### config.mk
export PLATFORM = sky130hd
export DESIGN_NAME = seg7_scan
export DESIGN_NICKNAME = d
export VERILOG_FILES = /design/src/rtl/seg7_scan_pkg.sv /design/src/rtl/seg7_prescaler.sv /design/src/rtl/seg7_scan.sv
export SDC_FILE = /design/constraint.sdc
export NUM_CORES = 1
export LEC_CHECK = 0
export CAP_MARGIN = 20
export CORE_MARGIN = 4
export CORE_UTILIZATION = 55
export CTS_CLUSTER_SIZE = 10
export DETAILED_ROUTE_END_ITERATION = 7
export DONT_BUFFER_PORTS = 1
export PLACE_DENSITY_LB_ADDON = 0.2
export SYNTH_ARGS = -nofsm -noshare
export SYNTH_HDL_FRONTEND = slang
export SYNTH_HIERARCHICAL = 1
export SYNTH_SLANG_ARGS = --single-unit
### constraint.sdc
create_clock -name CLK -period 4.2 [get_ports CLK]
set_clock_uncertainty 0.1 [all_clocks]
set_input_delay 0.84 -clock CLK [delete_from_list [all_inputs] [get_ports CLK]]
set_output_delay 0.84 -clock CLK [all_outputs]
set_load 0.1 [all_outputs]
### src/rtl/seg7_scan_pkg.sv
// Shared types and helpers for the multiplexed 7-segment scanner.
package seg7_scan_pkg;

   localparam int MAX_DIG = 8;

   // Active-low digit enables: every digit dark.
   localparam logic [MAX_DIG-1:0] AN_ALL_OFF = '1;

   typedef enum logic {PH_BLANK, PH_ON} phase_e;

   // ceil(log2(n)), never below 1 so a 1-bit register still exists.
   function automatic int clog2w(input int n);
      for (int w = 1; w < 32; w++) begin
         if ((1 << w) >= n) return w;
      end
      return 32;
   endfunction

endpackage

### src/rtl/seg7_prescaler.sv
// Free-running modulo-PRESCALE slot counter with terminal-count and blank-end strobes.
module seg7_prescaler
   import seg7_scan_pkg::*;
#(
   parameter int PRESCALE  = 50000,
   parameter int BLANK_CYC = 1000
) (
   input  logic clk_i,
   input  logic rst_ni,
   output logic tc_o,
   output logic blank_end_o
);

   localparam int CW = clog2w(PRESCALE);

   logic [CW-1:0] cnt_q, cnt_d;

   assign tc_o        = (cnt_q == CW'(PRESCALE - 1));
   assign blank_end_o = (cnt_q == CW'(BLANK_CYC - 1));
   assign cnt_d       = tc_o ? '0 : cnt_q + 1'b1;

   always_ff @(posedge clk_i or negedge rst_ni) begin
      if (!rst_ni) cnt_q <= '0;
      else         cnt_q <= cnt_d;
   end

endmodule

### src/rtl/seg7_scan.sv
// NDIG-digit common-anode scanner: double-buffered value, inter-digit blanking,
// optional leading-zero suppression. Feeds DIN/DOT to the hex-to-segment decoder.
module seg7_scan
   import seg7_scan_pkg::*;
#(
   parameter int NDIG      = 8,
   parameter int PRESCALE  = 50000,
   parameter int BLANK_CYC = 1000
) (
   input  logic              CLK,
   input  logic              nRST,
   input  logic              LOAD,
   input  logic [4*NDIG-1:0] VALUE,
   input  logic [NDIG-1:0]   DOTS,
   input  logic              LZS,
   output logic [3:0]        DIN,
   output logic              DOT,
   output logic [NDIG-1:0]   nAN,
   output logic              FRAME
);

   localparam int              IW       = clog2w(NDIG);
   localparam logic [IW-1:0]   LAST_IDX = IW'(NDIG - 1);
   localparam logic [NDIG-1:0] AN_OFF   = AN_ALL_OFF[NDIG-1:0];

   logic tc, blank_end, frame_edge;

   phase_e                 ph_q, ph_d;
   logic [IW-1:0]          idx_q, idx_d;
   logic [NDIG-1:0][3:0]   pend_val_q, pend_val_d, act_val_q, act_val_d;
   logic [NDIG-1:0]        pend_dots_q, pend_dots_d, act_dots_q, act_dots_d;
   logic                   dirty_q, dirty_d;
   logic [3:0]             din_q, din_d;
   logic                   dot_q, dot_d;
   logic [NDIG-1:0]        nan_q, nan_d;
   logic                   frame_q, frame_d;
   logic [NDIG-1:0]        supp;
   logic                   allz;

   seg7_prescaler #(
      .PRESCALE  (PRESCALE),
      .BLANK_CYC (BLANK_CYC)
   ) u_pre (
      .clk_i       (CLK),
      .rst_ni      (nRST),
      .tc_o        (tc),
      .blank_end_o (blank_end)
   );

   always_ff @(posedge CLK or negedge nRST) begin
      if (!nRST) begin
         ph_q        <= PH_BLANK;
         idx_q       <= '0;
         pend_val_q  <= '0;
         pend_dots_q <= '0;
         act_val_q   <= '0;
         act_dots_q  <= '0;
         dirty_q     <= 1'b0;
         din_q       <= '0;
         dot_q       <= 1'b0;
         nan_q       <= AN_OFF;
         frame_q     <= 1'b0;
      end else begin
         ph_q        <= ph_d;
         idx_q       <= idx_d;
         pend_val_q  <= pend_val_d;
         pend_dots_q <= pend_dots_d;
         act_val_q   <= act_val_d;
         act_dots_q  <= act_dots_d;
         dirty_q     <= dirty_d;
         din_q       <= din_d;
         dot_q       <= dot_d;
         nan_q       <= nan_d;
         frame_q     <= frame_d;
      end
   end

   always_comb begin
      ph_d  = ph_q;
      idx_d = idx_q;
      case (ph_q)
         PH_BLANK: if (blank_end) ph_d = PH_ON;
         PH_ON: begin
            if (tc) begin
               ph_d  = PH_BLANK;
               idx_d = (idx_q == LAST_IDX) ? '0 : idx_q + 1'b1;
            end
         end
         default: ph_d = PH_BLANK;
      endcase
   end

   // Frame boundary: the swap point; a LOAD landing here skips the pending buffer.
   assign frame_edge = tc && (ph_q == PH_ON) && (idx_q == LAST_IDX);

   always_comb begin
      pend_val_d  = pend_val_q;
      pend_dots_d = pend_dots_q;
      act_val_d   = act_val_q;
      act_dots_d  = act_dots_q;
      dirty_d     = dirty_q;
      frame_d     = 1'b0;
      if (frame_edge) begin
         if (LOAD) begin
            act_val_d  = VALUE;
            act_dots_d = DOTS;
            dirty_d    = 1'b0;
            frame_d    = 1'b1;
         end else if (dirty_q) begin
            act_val_d  = pend_val_q;
            act_dots_d = pend_dots_q;
            dirty_d    = 1'b0;
            frame_d    = 1'b1;
         end
      end else if (LOAD) begin
         pend_val_d  = VALUE;
         pend_dots_d = DOTS;
         dirty_d     = 1'b1;
      end
   end

   // Digit i is suppressed when it and everything above it is blank (no nibble, no dot).
   always_comb begin
      supp = '0;
      allz = 1'b1;
      for (int i = NDIG - 1; i > 0; i--) begin
         allz    = allz & (act_val_q[i] == 4'h0) & ~act_dots_q[i];
         supp[i] = LZS & allz;
      end
   end

   // DIN/DOT change only when entering BLANK, so the decoder settles before the anode lights.
   always_comb begin
      din_d = din_q;
      dot_d = dot_q;
      nan_d = AN_OFF;
      if (ph_q == PH_ON && tc) begin
         din_d = act_val_d[idx_d];
         dot_d = act_dots_d[idx_d];
      end
      if (ph_d == PH_ON && !supp[idx_d]) nan_d[idx_d] = 1'b0;
   end

   assign DIN   = din_q;
   assign DOT   = dot_q;
   assign nAN   = nan_q;
   assign FRAME = frame_q;

endmodule

==> results_dict.tcl <==
set metrics [dict create \
    clockRootBuffer "clkbuf_8" \
    cts_resized 0 \
    fmax_mhz 281 \
    start_util 0.562 \
    drt_iter0_markers 288 \
    post_cts_buffers 0 \
    synth_nets 563 \
    min_period_ps 3550 \
    cts_tree "done" \
    synth_fa_ha_area_frac 0.00687 \
    cp_slowest_cell "mux2i_4" \
    p_leak_nw 2.62 \
    muxShareOfSynthArea 0.0883 \
    worstMarginPinSlew_ps 960 \
    antenna_left 0 \
    ys.flop_type "dfrtp_1" \
    slew_headroom 0.360 \
    netlist_instances 516 \
    power_frac_comb 0.035 \
    drc 0 \
    layout-drive-gt1-share 0.197 \
    hpwl_mm 9.52 \
    intPower_mw 2.15 \
    synth_top_family_by_area "simple AND/OR/NAND/NOR gates" \
    layout_common_cells "dfrtp_1, nor2_1, mux2_2" \
    synth-compound-area-share 0.138 \
    core_um2 9730 \
    clkSinkCount 115 \
    startpoint_type "flop" \
    ys_ff_latch 115 \
    clockPowerShare 0.531 \
    timing.max_cap.violations 0 \
    synth_seq_area_share 0.528 \
    grt_overflow 0 \
    die_w_um 108 \
    grt_use_met3 0.0726 \
    outcome "finished, final reports clean" \
    gr-usage-met2 0.377 \
    synth_area_um2 5470 \
    cts_buffers 17 \
    dr.pass1.iters 5 \
    path_cells "or3_4, nor4_4, buf_4, and2_4, mux2i_4, clkinv_2, nor2_1, a22oi_1, a41oi_1" \
    nets 563 \
    nFillCells 803 \
    grt_pass1_vias 4126 \
    setup-violations-final 0 \
    slowest_delay_ps 550 \
    dieArea_um2 11600 \
    reg2regPathDepth 9 \
    yosysUniqueCellTypes 68 \
    synth_edf_count 0 \
    min_period_over_period 0.846 \
    ios 58 \
    wl_mm 13.7 \
    area_delta_synth_final_pct 12.4 \
    portBuffers 0 \
    p_seq_frac 0.434 \
    tns_ps 0 \
    hold_viol 0 \
    required_ps 4540 \
    yosys.area_share.simple 0.186 \
    h-tree-depth 4 \
    worstSkewPairLatency_ps 530 \
    track_usage 0.253 \
    critPathArrivalTime_ps 3890 \
    clkTransAtPathRegs_ps 60 \
    grt_util_met1 0.351 \
    p_total_mw 2.72 \
    vias 4137 \
    place_congestion 0.922 \
    final_common_cell "dfrtp_1" \
    hold_path_class "in2async" \
    power.share.switching 0.210 \
    rsz0062_at_grt "no" \
    avgViaCountPerCell 6.25 \
    critPathMaxFanout 16 \
    grt_start_max_net_pins 108 \
    syn_area_per_cell_um2 10.6 \
    ff2ff_setup_slack_ps 650 \
    cts_max_path_buffers 2 \
    grt_pass1_wl_mm 22.3 \
    die_h_um 108 \
    timing.rr.start "u_pre/cnt_q[12]" \
    synth-async-reset-ratio 1.00 \
    critPathCaptureType "flop" \
    powerDensity_nw_per_um2 443 \
    top_usage_layer "met2" \
    p_switching_uw 572 \
    worstSetupPathType "reg2reg" \
    wl_per_cell_um 20.7 \
    antenna_found_initial 0 \
    std_cell_rows 36 \
    num_antenna_cells 0 \
    worstReg2RegEnd "DIN[2]" \
    peakVddDrop_mv 0.200 \
    slew_violations 0 \
    synthXorXnorAreaFrac 0.0192 \
    yosysWarnings 6 \
]
==> through the flow <==
step | worst slack, ps | cells | cell area, µm² | hold WS, ps | utilization
after global placement | 732 | 629 | 5520 | 335 | 0.568
final | 647 | 662 | 6140 | 54.1 | 0.631
after floorplan | 1290 | 516 | 5470 | 325 | -
after CTS | 723 | 662 | 6140 | 34.6 | 0.631
after global routing | 499 | 662 | 6140 | 30.3 | 0.631
after detailed placement | 741 | 629 | 5520 | 353 | 0.568
==> worst max-delay path by stage <==
stage	to	slack, ps	startpoint
floorplan	DIN[0]	1290	u_pre/cnt_q[12]
global placement	DIN[2]	730	u_pre/cnt_q[12]
detailed placement	DIN[2]	740	u_pre/cnt_q[12]
CTS	DIN[2]	720	u_pre/cnt_q[12]
global route	DIN[2]	500	u_pre/cnt_q[12]
finish	DIN[2]	650	u_pre/cnt_q[12]
==> timing repair <==
item,CTS,global route
hold endpoints to repair,107,0
hold buffers,1,0
setup endpoints to repair,0,0
==> worst max-delay path, delay by kind of cell, from the launching register on <==
family / cells / cell delay, ps
AOI/OAI and AO/OA: 2 / 430
buffers and inverters: 2 / 480
DFF: 1 / 410
muxes: 1 / 550
and+or+nand+nor: 4 / 1480
==> synthesized netlist by cell type (5+ instances only) <==
library cell  count  area [µm²]
mux2_2           40         450
a211oi_1          6        45.0
nor3_1           15        75.1
nor4_1            6        37.5
o22ai_1          33         206
inv_1             5        18.8
o21ai_0          16        80.1
a31oi_1           7        43.8
dfrtp_1         107        2680
nor2_1           82         308
buf_6             5        56.3
xor2_1           10        87.6
a21oi_1          12        60.1
nand2_1          37         139
nand3b_1          6        45.0
a22oi_1          11        82.6
dfstp_2           8         210
clkbuf_1          8        30.0
buf_2            10        50.1
and3_1            6        37.5
nand3_1           9        45.0
==> sequential cells by signal, summed over array words and instances, names as in the netlist <==
name,count
pend_val_q,32
DOT,1
idx_q,3
pend_dots_q,8
ph_q,1
FRAME,1
act_val_q,32
DIN,4
dirty_q,1
act_dots_q,8
nAN,8
u_pre/cnt_q,16
==> layout make-up <==
class | instances | area [µm²] | share of cell area
clock buffer | 23 | 467 | 0.0760
inverter | 7 | 27.5 | 0.00448
multi-input combinational | 369 | 2400 | 0.391
timing repair buffer | 6 | 65.1 | 0.0106
tap | 133 | 166 | 0.0271
clock inverter | 9 | 128 | 0.0208
sequential | 115 | 2890 | 0.470
==> power by group through the flow <==
stage	logic (mW)	clock network (mW)	registers (mW)
floorplan	0.0666	0	1.19
global placement	0.0725	0	1.20
detailed placement	0.0754	0	1.20
CTS	0.0991	1.45	1.18
global route	0.109	1.51	1.18
finish	0.0963	1.45	1.18
==> metal layers <==
layer / wire [µm] / share of wire
met5: 0 / 0
met4: 286 / 0.021
met3: 1030 / 0.075
met2: 6420 / 0.47
met1: 5960 / 0.44
==> cell families (layout without fill, tap and decap cells) <==
group	Yosys count	count (layout)
AOI/OAI and AO/OA	111	111
xor gates and xnor gates	12	12
adders and majority gates	3	3
buffers and inverters	32	45
DFF	115	115
muxes	42	42
and+or+nand+nor	201	201
Note: power is estimated with default switching activity, not from simulation.
